<file path="config.mk">
export PLATFORM = sky130hd
export DESIGN_NAME = pipe_ctrl
export DESIGN_NICKNAME = d
export VERILOG_FILES = /design/src/rtl/pipe_ctrl_pkg.sv /design/src/rtl/pipe_ctrl_decode.sv /design/src/rtl/pipe_ctrl.sv
export SDC_FILE = /design/constraint.sdc
export NUM_CORES = 1
export LEC_CHECK = 0
export ABC_AREA = 1
export BUFFER_PORTS_ARGS = -buffer_cell sky130_fd_sc_hd__buf_4
export CORE_ASPECT_RATIO = 1.4
export CORE_MARGIN = 2
export CORE_UTILIZATION = 30
export CTS_BUF_LIST = sky130_fd_sc_hd__clkbuf_4
export DETAILED_ROUTE_END_ITERATION = 12
export GPL_TIMING_DRIVEN = 0
export PLACE_DENSITY_LB_ADDON = 0.25
export SLEW_MARGIN = 20
export SYNTH_ARGS = -nofsm -noshare
export SYNTH_HDL_FRONTEND = slang
export SYNTH_SLANG_ARGS = --single-unit
</file>
<file path="constraint.sdc">
create_clock -name clk -period 2.35 [get_ports clk]
set_input_delay 0.235 -clock clk [delete_from_list [all_inputs] [get_ports clk]]
set_output_delay 0.235 -clock clk [all_outputs]
set_load 0.01 [all_outputs]
</file>
<file path="src/rtl/pipe_ctrl_pkg.sv">
// pipe_ctrl_pkg: shared definitions for the pipelined MIPS control unit.
//   - opcode constants for the supported instruction set
//   - bit positions inside the 13-bit control word
//   - immediate-operation and forwarding-select encodings
//   - helper that builds the control word of an ALU-immediate instruction
package pipe_ctrl_pkg;

  localparam int CW_W = 13;

  // Opcodes (6-bit MIPS primary opcode field)
  localparam logic [5:0] OPC_R    = 6'h00;
  localparam logic [5:0] OPC_J    = 6'h02;
  localparam logic [5:0] OPC_BEQ  = 6'h04;
  localparam logic [5:0] OPC_BNE  = 6'h05;
  localparam logic [5:0] OPC_ADDI = 6'h08;
  localparam logic [5:0] OPC_SLTI = 6'h0A;
  localparam logic [5:0] OPC_ANDI = 6'h0C;
  localparam logic [5:0] OPC_ORI  = 6'h0D;
  localparam logic [5:0] OPC_LUI  = 6'h0F;
  localparam logic [5:0] OPC_LW   = 6'h23;
  localparam logic [5:0] OPC_SW   = 6'h2B;

  // Control word bit positions, MSB first
  localparam int CW_REGDST   = 12;
  localparam int CW_ALUSRC   = 11;
  localparam int CW_ALU_R    = 10;
  localparam int CW_BRANCH   = 9;
  localparam int CW_BNE      = 8;
  localparam int CW_JUMP     = 7;
  localparam int CW_IMM_HI   = 6;
  localparam int CW_IMM_LO   = 4;
  localparam int CW_MEMREAD  = 3;
  localparam int CW_MEMWRITE = 2;
  localparam int CW_MEMTOREG = 1;
  localparam int CW_REGWRITE = 0;

  typedef enum logic [2:0] {
    IMM_NONE = 3'b000,
    IMM_ADDI = 3'b001,
    IMM_ANDI = 3'b010,
    IMM_ORI  = 3'b011,
    IMM_SLTI = 3'b100,
    IMM_LUI  = 3'b101
  } imm_op_e;

  typedef enum logic [1:0] {
    FWD_RF  = 2'b00,
    FWD_WB  = 2'b01,
    FWD_MEM = 2'b10
  } fwd_sel_e;

  localparam logic [CW_W-1:0] CW_BUBBLE = '0;

  // ALU-immediate instructions share alusrc/regwrite and differ only in imm_op
  function automatic logic [CW_W-1:0] cw_imm_alu(input imm_op_e imm);
    logic [CW_W-1:0] cw;
    cw = '0;
    cw[CW_ALUSRC]              = 1'b1;
    cw[CW_IMM_HI:CW_IMM_LO]    = imm;
    cw[CW_REGWRITE]            = 1'b1;
    return cw;
  endfunction

endpackage

</file>
<file path="src/rtl/pipe_ctrl_decode.sv">
// pipe_ctrl_decode: combinational ID-stage opcode decoder.
//   valid     in   IF/ID holds a real instruction
//   op        in   opcode
//   cw        out  13-bit control word (all-zero bubble if invalid/unknown)
//   reads_rs  out  instruction uses rs as a source operand
//   reads_rt  out  instruction uses rt as a source operand
//   illegal   out  valid instruction with an unrecognised opcode
module pipe_ctrl_decode
  import pipe_ctrl_pkg::*;
#(
  parameter int OP_W = 6
) (
  input  logic            valid,
  input  logic [OP_W-1:0] op,
  output logic [CW_W-1:0] cw,
  output logic            reads_rs,
  output logic            reads_rt,
  output logic            illegal
);

  logic known;

  always_comb begin
    cw       = CW_BUBBLE;
    known    = 1'b1;
    reads_rs = 1'b1;
    reads_rt = 1'b0;
    case (op)
      OP_W'(OPC_R): begin
        cw[CW_REGDST]   = 1'b1;
        cw[CW_ALU_R]    = 1'b1;
        cw[CW_REGWRITE] = 1'b1;
        reads_rt        = 1'b1;
      end
      OP_W'(OPC_J): begin
        cw[CW_JUMP] = 1'b1;
        reads_rs    = 1'b0;
      end
      OP_W'(OPC_BEQ): begin
        cw[CW_BRANCH] = 1'b1;
        reads_rt      = 1'b1;
      end
      OP_W'(OPC_BNE): begin
        cw[CW_BRANCH] = 1'b1;
        cw[CW_BNE]    = 1'b1;
        reads_rt      = 1'b1;
      end
      OP_W'(OPC_ADDI): cw = cw_imm_alu(IMM_ADDI);
      OP_W'(OPC_SLTI): cw = cw_imm_alu(IMM_SLTI);
      OP_W'(OPC_ANDI): cw = cw_imm_alu(IMM_ANDI);
      OP_W'(OPC_ORI):  cw = cw_imm_alu(IMM_ORI);
      OP_W'(OPC_LUI): begin
        cw       = cw_imm_alu(IMM_LUI);
        reads_rs = 1'b0;
      end
      OP_W'(OPC_LW): begin
        cw[CW_ALUSRC]   = 1'b1;
        cw[CW_MEMREAD]  = 1'b1;
        cw[CW_MEMTOREG] = 1'b1;
        cw[CW_REGWRITE] = 1'b1;
      end
      OP_W'(OPC_SW): begin
        cw[CW_ALUSRC]   = 1'b1;
        cw[CW_MEMWRITE] = 1'b1;
        reads_rt        = 1'b1;
      end
      default: known = 1'b0;
    endcase

    illegal = valid & ~known;

    // Bubbles read nothing, so they can never trigger a hazard or forward
    if (!valid || !known) begin
      cw       = CW_BUBBLE;
      reads_rs = 1'b0;
      reads_rt = 1'b0;
    end
  end

endmodule

</file>
<file path="src/rtl/pipe_ctrl.sv">
// pipe_ctrl: pipelined control unit for the 5-stage MIPS core.
//   clk, rst_n                  clock / asynchronous active-low reset
//   id_valid, id_op             ID instruction presence and opcode
//   id_rs, id_rt, id_rd         ID register fields
//   branch_taken                EX branch compare result
//   mem_ready                   data memory completes the access this cycle
//   id_stall, if_flush          PC/IF-ID hold, IF/ID kill
//   ex_cw, mem_cw, wb_cw        control word per stage
//   ex_dst, mem_dst, wb_dst     destination register per stage (0 = none)
//   fwd_a, fwd_b                EX operand source selects
//   illegal                     ID holds a valid unknown opcode
//   stall_cnt, flush_cnt        saturating performance counters
module pipe_ctrl
  import pipe_ctrl_pkg::*;
#(
  parameter int OP_W  = 6,
  parameter int RA_W  = 5,
  parameter int CNT_W = 16
) (
  input  logic             clk,
  input  logic             rst_n,
  input  logic             id_valid,
  input  logic [OP_W-1:0]  id_op,
  input  logic [RA_W-1:0]  id_rs,
  input  logic [RA_W-1:0]  id_rt,
  input  logic [RA_W-1:0]  id_rd,
  input  logic             branch_taken,
  input  logic             mem_ready,
  output logic             id_stall,
  output logic             if_flush,
  output logic [CW_W-1:0]  ex_cw,
  output logic [CW_W-1:0]  mem_cw,
  output logic [CW_W-1:0]  wb_cw,
  output logic [RA_W-1:0]  ex_dst,
  output logic [RA_W-1:0]  mem_dst,
  output logic [RA_W-1:0]  wb_dst,
  output logic [1:0]       fwd_a,
  output logic [1:0]       fwd_b,
  output logic             illegal,
  output logic [CNT_W-1:0] stall_cnt,
  output logic [CNT_W-1:0] flush_cnt
);

  logic [CW_W-1:0] dec_cw;
  logic            dec_reads_rs;
  logic            dec_reads_rt;
  logic [RA_W-1:0] id_dst;
  logic [RA_W-1:0] id_src_a;
  logic [RA_W-1:0] id_src_b;

  // Source registers of the EX instruction; zero when the operand is unused
  logic [RA_W-1:0] ex_rs_reg;
  logic [RA_W-1:0] ex_rt_reg;

  logic mem_wait;
  logic br_flush;
  logic load_use;
  logic mem_fwd_ok;
  logic wb_fwd_ok;

  pipe_ctrl_decode #(
    .OP_W (OP_W)
  ) u_decode (
    .valid    (id_valid),
    .op       (id_op),
    .cw       (dec_cw),
    .reads_rs (dec_reads_rs),
    .reads_rt (dec_reads_rt),
    .illegal  (illegal)
  );

  assign id_dst   = dec_cw[CW_REGWRITE] ? (dec_cw[CW_REGDST] ? id_rd : id_rt) : '0;
  assign id_src_a = dec_reads_rs ? id_rs : '0;
  assign id_src_b = dec_reads_rt ? id_rt : '0;

  // Hazard detection
  assign mem_wait = (mem_cw[CW_MEMREAD] | mem_cw[CW_MEMWRITE]) & ~mem_ready;
  assign br_flush = ~mem_wait & branch_taken & ex_cw[CW_BRANCH];
  assign load_use = ex_cw[CW_MEMREAD] && (ex_dst != '0) &&
                    ((dec_reads_rs && ex_dst == id_rs) ||
                     (dec_reads_rt && ex_dst == id_rt));

  assign id_stall = mem_wait | (~br_flush & load_use);
  // Gated by rst_n so a jump sitting in ID during reset does not flush
  assign if_flush = rst_n & ~mem_wait &
                    (br_flush | (~load_use & dec_cw[CW_JUMP]));

  // Forwarding: the younger result in MEM wins over WB
  assign mem_fwd_ok = mem_cw[CW_REGWRITE] && (mem_dst != '0);
  assign wb_fwd_ok  = wb_cw[CW_REGWRITE]  && (wb_dst  != '0);

  always_comb begin
    fwd_a = FWD_RF;
    fwd_b = FWD_RF;
    if (wb_fwd_ok  && wb_dst  == ex_rs_reg) fwd_a = FWD_WB;
    if (mem_fwd_ok && mem_dst == ex_rs_reg) fwd_a = FWD_MEM;
    if (wb_fwd_ok  && wb_dst  == ex_rt_reg) fwd_b = FWD_WB;
    if (mem_fwd_ok && mem_dst == ex_rt_reg) fwd_b = FWD_MEM;
  end

  // Stage registers and counters
  always_ff @(posedge clk or negedge rst_n) begin
    if (!rst_n) begin
      ex_cw     <= CW_BUBBLE;
      mem_cw    <= CW_BUBBLE;
      wb_cw     <= CW_BUBBLE;
      ex_dst    <= '0;
      mem_dst   <= '0;
      wb_dst    <= '0;
      ex_rs_reg <= '0;
      ex_rt_reg <= '0;
      stall_cnt <= '0;
      flush_cnt <= '0;
    end else begin
      if (mem_wait) begin
        // ID/EX and EX/MEM hold; the freeze shows up as WB bubbles
        wb_cw  <= CW_BUBBLE;
        wb_dst <= '0;
      end else begin
        wb_cw   <= mem_cw;
        wb_dst  <= mem_dst;
        mem_cw  <= ex_cw;
        mem_dst <= ex_dst;
        if (br_flush || load_use) begin
          ex_cw     <= CW_BUBBLE;
          ex_dst    <= '0;
          ex_rs_reg <= '0;
          ex_rt_reg <= '0;
        end else begin
          ex_cw     <= dec_cw;
          ex_dst    <= id_dst;
          ex_rs_reg <= id_src_a;
          ex_rt_reg <= id_src_b;
        end
      end

      if (id_stall && stall_cnt != {CNT_W{1'b1}})
        stall_cnt <= stall_cnt + CNT_W'(1);
      if (if_flush && flush_cnt != {CNT_W{1'b1}})
        flush_cnt <= flush_cnt + CNT_W'(1);
    end
  end

endmodule
</file>
==> flow_summary.ini <==
[synthesis]
syn_nets = 665
synth_compound_area_share_pct = 5.235
synth_cells = 637
ys_ff_latch = 90
synth_fa_ha_area_share_pct = 0.5034
synth_top_family_by_area = simple AND/OR/NAND/NOR gates
yosysWarnings = 0
yosysUniqueCellTypes = 37
avgSynthCellArea_um2 = 7.804
seq_area_frac_synth_pct = 45.31
synth_mux_area_share_pct = 0
synth_xor_area_share_pct = 9.162
netlist_area_mm2 = 0.004971
synth-simple-area-share_pct = 32.67

[place]
gp_congestion = 0.8553
placed_area_mm2 = 0.006102
port_buffers = 117
dp.cells = 953
hpwlAfterDp_mm = 10.89

[finish]
layout-drive-gt1-share_pct = 23.71
multi_input_area_mm2 = 0.002392
finalInstanceArea_mm2 = 0.006327
area_growth_pct = 27.28
fill_cells = 1691
seq_area_mm2 = 0.002257
top_regs = flush_cnt (16), stall_cnt (16)
layout.cells.non_filler = 976
final_net_count = 799

[route]
vias = 4649
routed_wl_mm = 14.29
first_iter_violations = 380
drc = 0
wl_per_cell_um = 14.65
viasPerCell = 4.763
firstDrtPassIters = 4
ant_nets = 0

[floorplan]
dieArea_mm2 = 0.01763
io_pins = 119
chipWidth_um = 112.8
die_h_um = 156.3
rows = 55
initial_utilization_pct = 30.74
coreArea_mm2 = 0.01617

[power]
p_comb_share_pct = 7.1
p_sw_w = 0.0006966
internal_power_w = 0.001973
power_w = 0.002670
peakVddDrop_mv = 0.2737
power_frac_seq_pct = 59.0
p_leak_nw = 3.390
power.share.clock_pct = 33.9
switching_share_pct = 26.09
power.density_mw_per_mm2 = 422.0

[critical_path]
r2r_cells = 9
slowest_delay_ns = 0.43
cp_max_fo = 10
endpoint_kind = primary output
crit_type = reg2out
timing.rr.end = flush_cnt[11]
startpoint_type = flop
regToRegSetupSlack_ns = 0.21
crit_buf_inv = 4
slowest_stage = dfrtp_1
path_cells = inv_1 > a21oi_4 > inv_2 > nand3_4 > a21oi_4 > buf_4 > buf_4
cp.required_ns = 2.12
cpLargestDelayFamily = buffers and inverters
crit_arrival_ns = 1.94
reg2reg_from = flush_cnt[0]

[timing]
slew_violations = 0
hold_violations = 90
relSlewSlack_pct = 42.90
setup_viol = 0
finalCritPeriodShare_pct = 92.55
hold_ws_ns = -0.1883
grt_setup_unrepaired = no
worst_pin_slew_ns = 0.8565
fmax_mhz = 459.8
period_needed_ns = 2.175
fin_worst_skew_ns = 0.01148

[run_status]
status = complete, but fails checks
violations = hold timing

[hold_path]
worstHoldPathType = in2async

[clocking]
clock_latency_ns = 0.47
path_clk_slew_ns = 0.14
clock_path_buffers = 2
clock_sinks = 90
cts_root_buffer = clkbuf_4
numCtsBuffers = 9
cts_max_level = 3
cts_tree = built

[job]
cap_violations = 0

[grt]
grt_use_total_pct = 16.51
grt_pass1_wl_mm = 23.07
grt_start_max_net_pins = 92
grt_pass1_vias = 4561
antenna_found_initial = 1
gr-total-overflow = 0
## kinds of logic after synthesis
| kind of cell | Yosys count |
|---|---|
| fa+ha+maj | 2 |
| flops | 90 |
| xor+xnor | 52 |
| simple gates | 367 |
| compound gates | 44 |
| buf+inv | 82 |
## layout make-up
type	count	share of cell area, %
multi-input cells	465	37.81
flip-flops and latches	90	35.67
repair buffers	123	14.65
well taps	199	3.935
inverters	56	3.322
plain buffers	26	2.353
clock buffers	10	1.186
clock inverters	6	1.028
diodes	1	0.03955
## synth_stat cells
library cell	n	share of area (%)
buf_4	7	1.1
a21oi_4	1	0.33
o31ai_1	1	0.15
a21boi_0	1	0.15
nor2_1	63	4.8
nand4_2	1	0.25
nor2_2	2	0.25
inv_2	6	0.45
nand4_1	21	2.6
buf_2	4	0.40
nand3b_2	1	0.23
xor2_1	27	4.8
dfrtp_1	90	45
xnor2_1	25	4.4
nor2_4	2	0.45
nand3_1	64	6.4
and3_1	1	0.13
or2_2	1	0.13
nand3_2	1	0.20
o21bai_4	1	0.38
nand2_1	188	14
ha_1	2	0.50
nor4_1	3	0.38
nand3_4	1	0.35
nand2_4	2	0.45
nor3_1	12	1.2
o211ai_1	1	0.15
clkbuf_1	13	0.98
o21ai_0	36	3.6
o41ai_1	1	0.18
buf_6	2	0.45
inv_1	50	3.8
nor3_2	1	0.20
a21oi_1	1	0.10
nand3b_1	1	0.15
nand2_2	2	0.25
a21oi_2	1	0.18
## power by group through the flow
stage                     Clock [W]  Sequential, W  Combinational (W)
after CTS                  0.000955        0.00158           0.000193
after global placement            0        0.00160           0.000190
after global routing        0.00100        0.00158           0.000217
after detailed placement          0        0.00160           0.000192
final                      0.000906        0.00157           0.000189
after floorplan                   0        0.00160          0.0000801
## cell usage in the layout, fill, tap and decap left out, types with 3 or more instances in the layout
cell type | synthesis | layout
nand2_1 | 188 | 188
buf_4 | 7 | 130
dfrtp_1 | 90 | 86
nand3_1 | 64 | 63
nor2_1 | 63 | 62
inv_1 | 50 | 50
o21ai_0 | 36 | 36
xor2_1 | 27 | 27
xnor2_1 | 25 | 25
nand4_1 | 21 | 21
nor3_1 | 12 | 11
clkbuf_1 | 13 | 11
clkbuf_4 | 0 | 10
inv_2 | 6 | 6
buf_2 | 4 | 5
dfrtp_2 | 0 | 4
nor4_1 | 3 | 3
nor2_2 | 2 | 3
buf_6 | 2 | 3
## how the worst max path moves through the flow
| stage | endpoint | startpoint | cells after the start | slack [ns] |
|---|---|---|---|---|
| global placement | if_flush | rst_n | 5 | -0.07 |
| CTS | stall_cnt[8] | stall_cnt[0] | 7 | 0.002 |
| finish | if_flush | mem_cw[2] | 7 | 0.18 |
| detailed placement | id_stall | mem_cw[3] | 7 | -0.07 |
| floorplan | id_stall | mem_cw[3] | 6 | 0.39 |
| global route | id_stall | ex_dst[2] | 8 | 0.007 |
## metrics by stage
step	setup TNS [ns]	setup WS (ns)	util [%]
final	0	0.1751	39.13
after global routing	0	0.007108	39.13
after CTS	0	0.002273	38.79
after detailed placement	-0.3575	-0.06888	37.73
after global placement	-0.08154	-0.06785	37.71
after floorplan	0	0.3926	-
## metal layers
metal	vias up	global-route usage, %	share of wire (%)
met3	24	3.718	6.2
met2	132	28.83	51
met1	2180	19.02	41
met4	0	7.898	2.7
met5	-	0	0
li1	2313	-	-
## timing repair
action | CTS | global route
gates resized for setup | 4 | 12
pin swaps | 2 | 0
hold endpoints to repair | 90 | 90
setup buffers | 2 | 4
endpoints found under the setup margin | 12 | 22
Power figures use the tool's default switching activity.
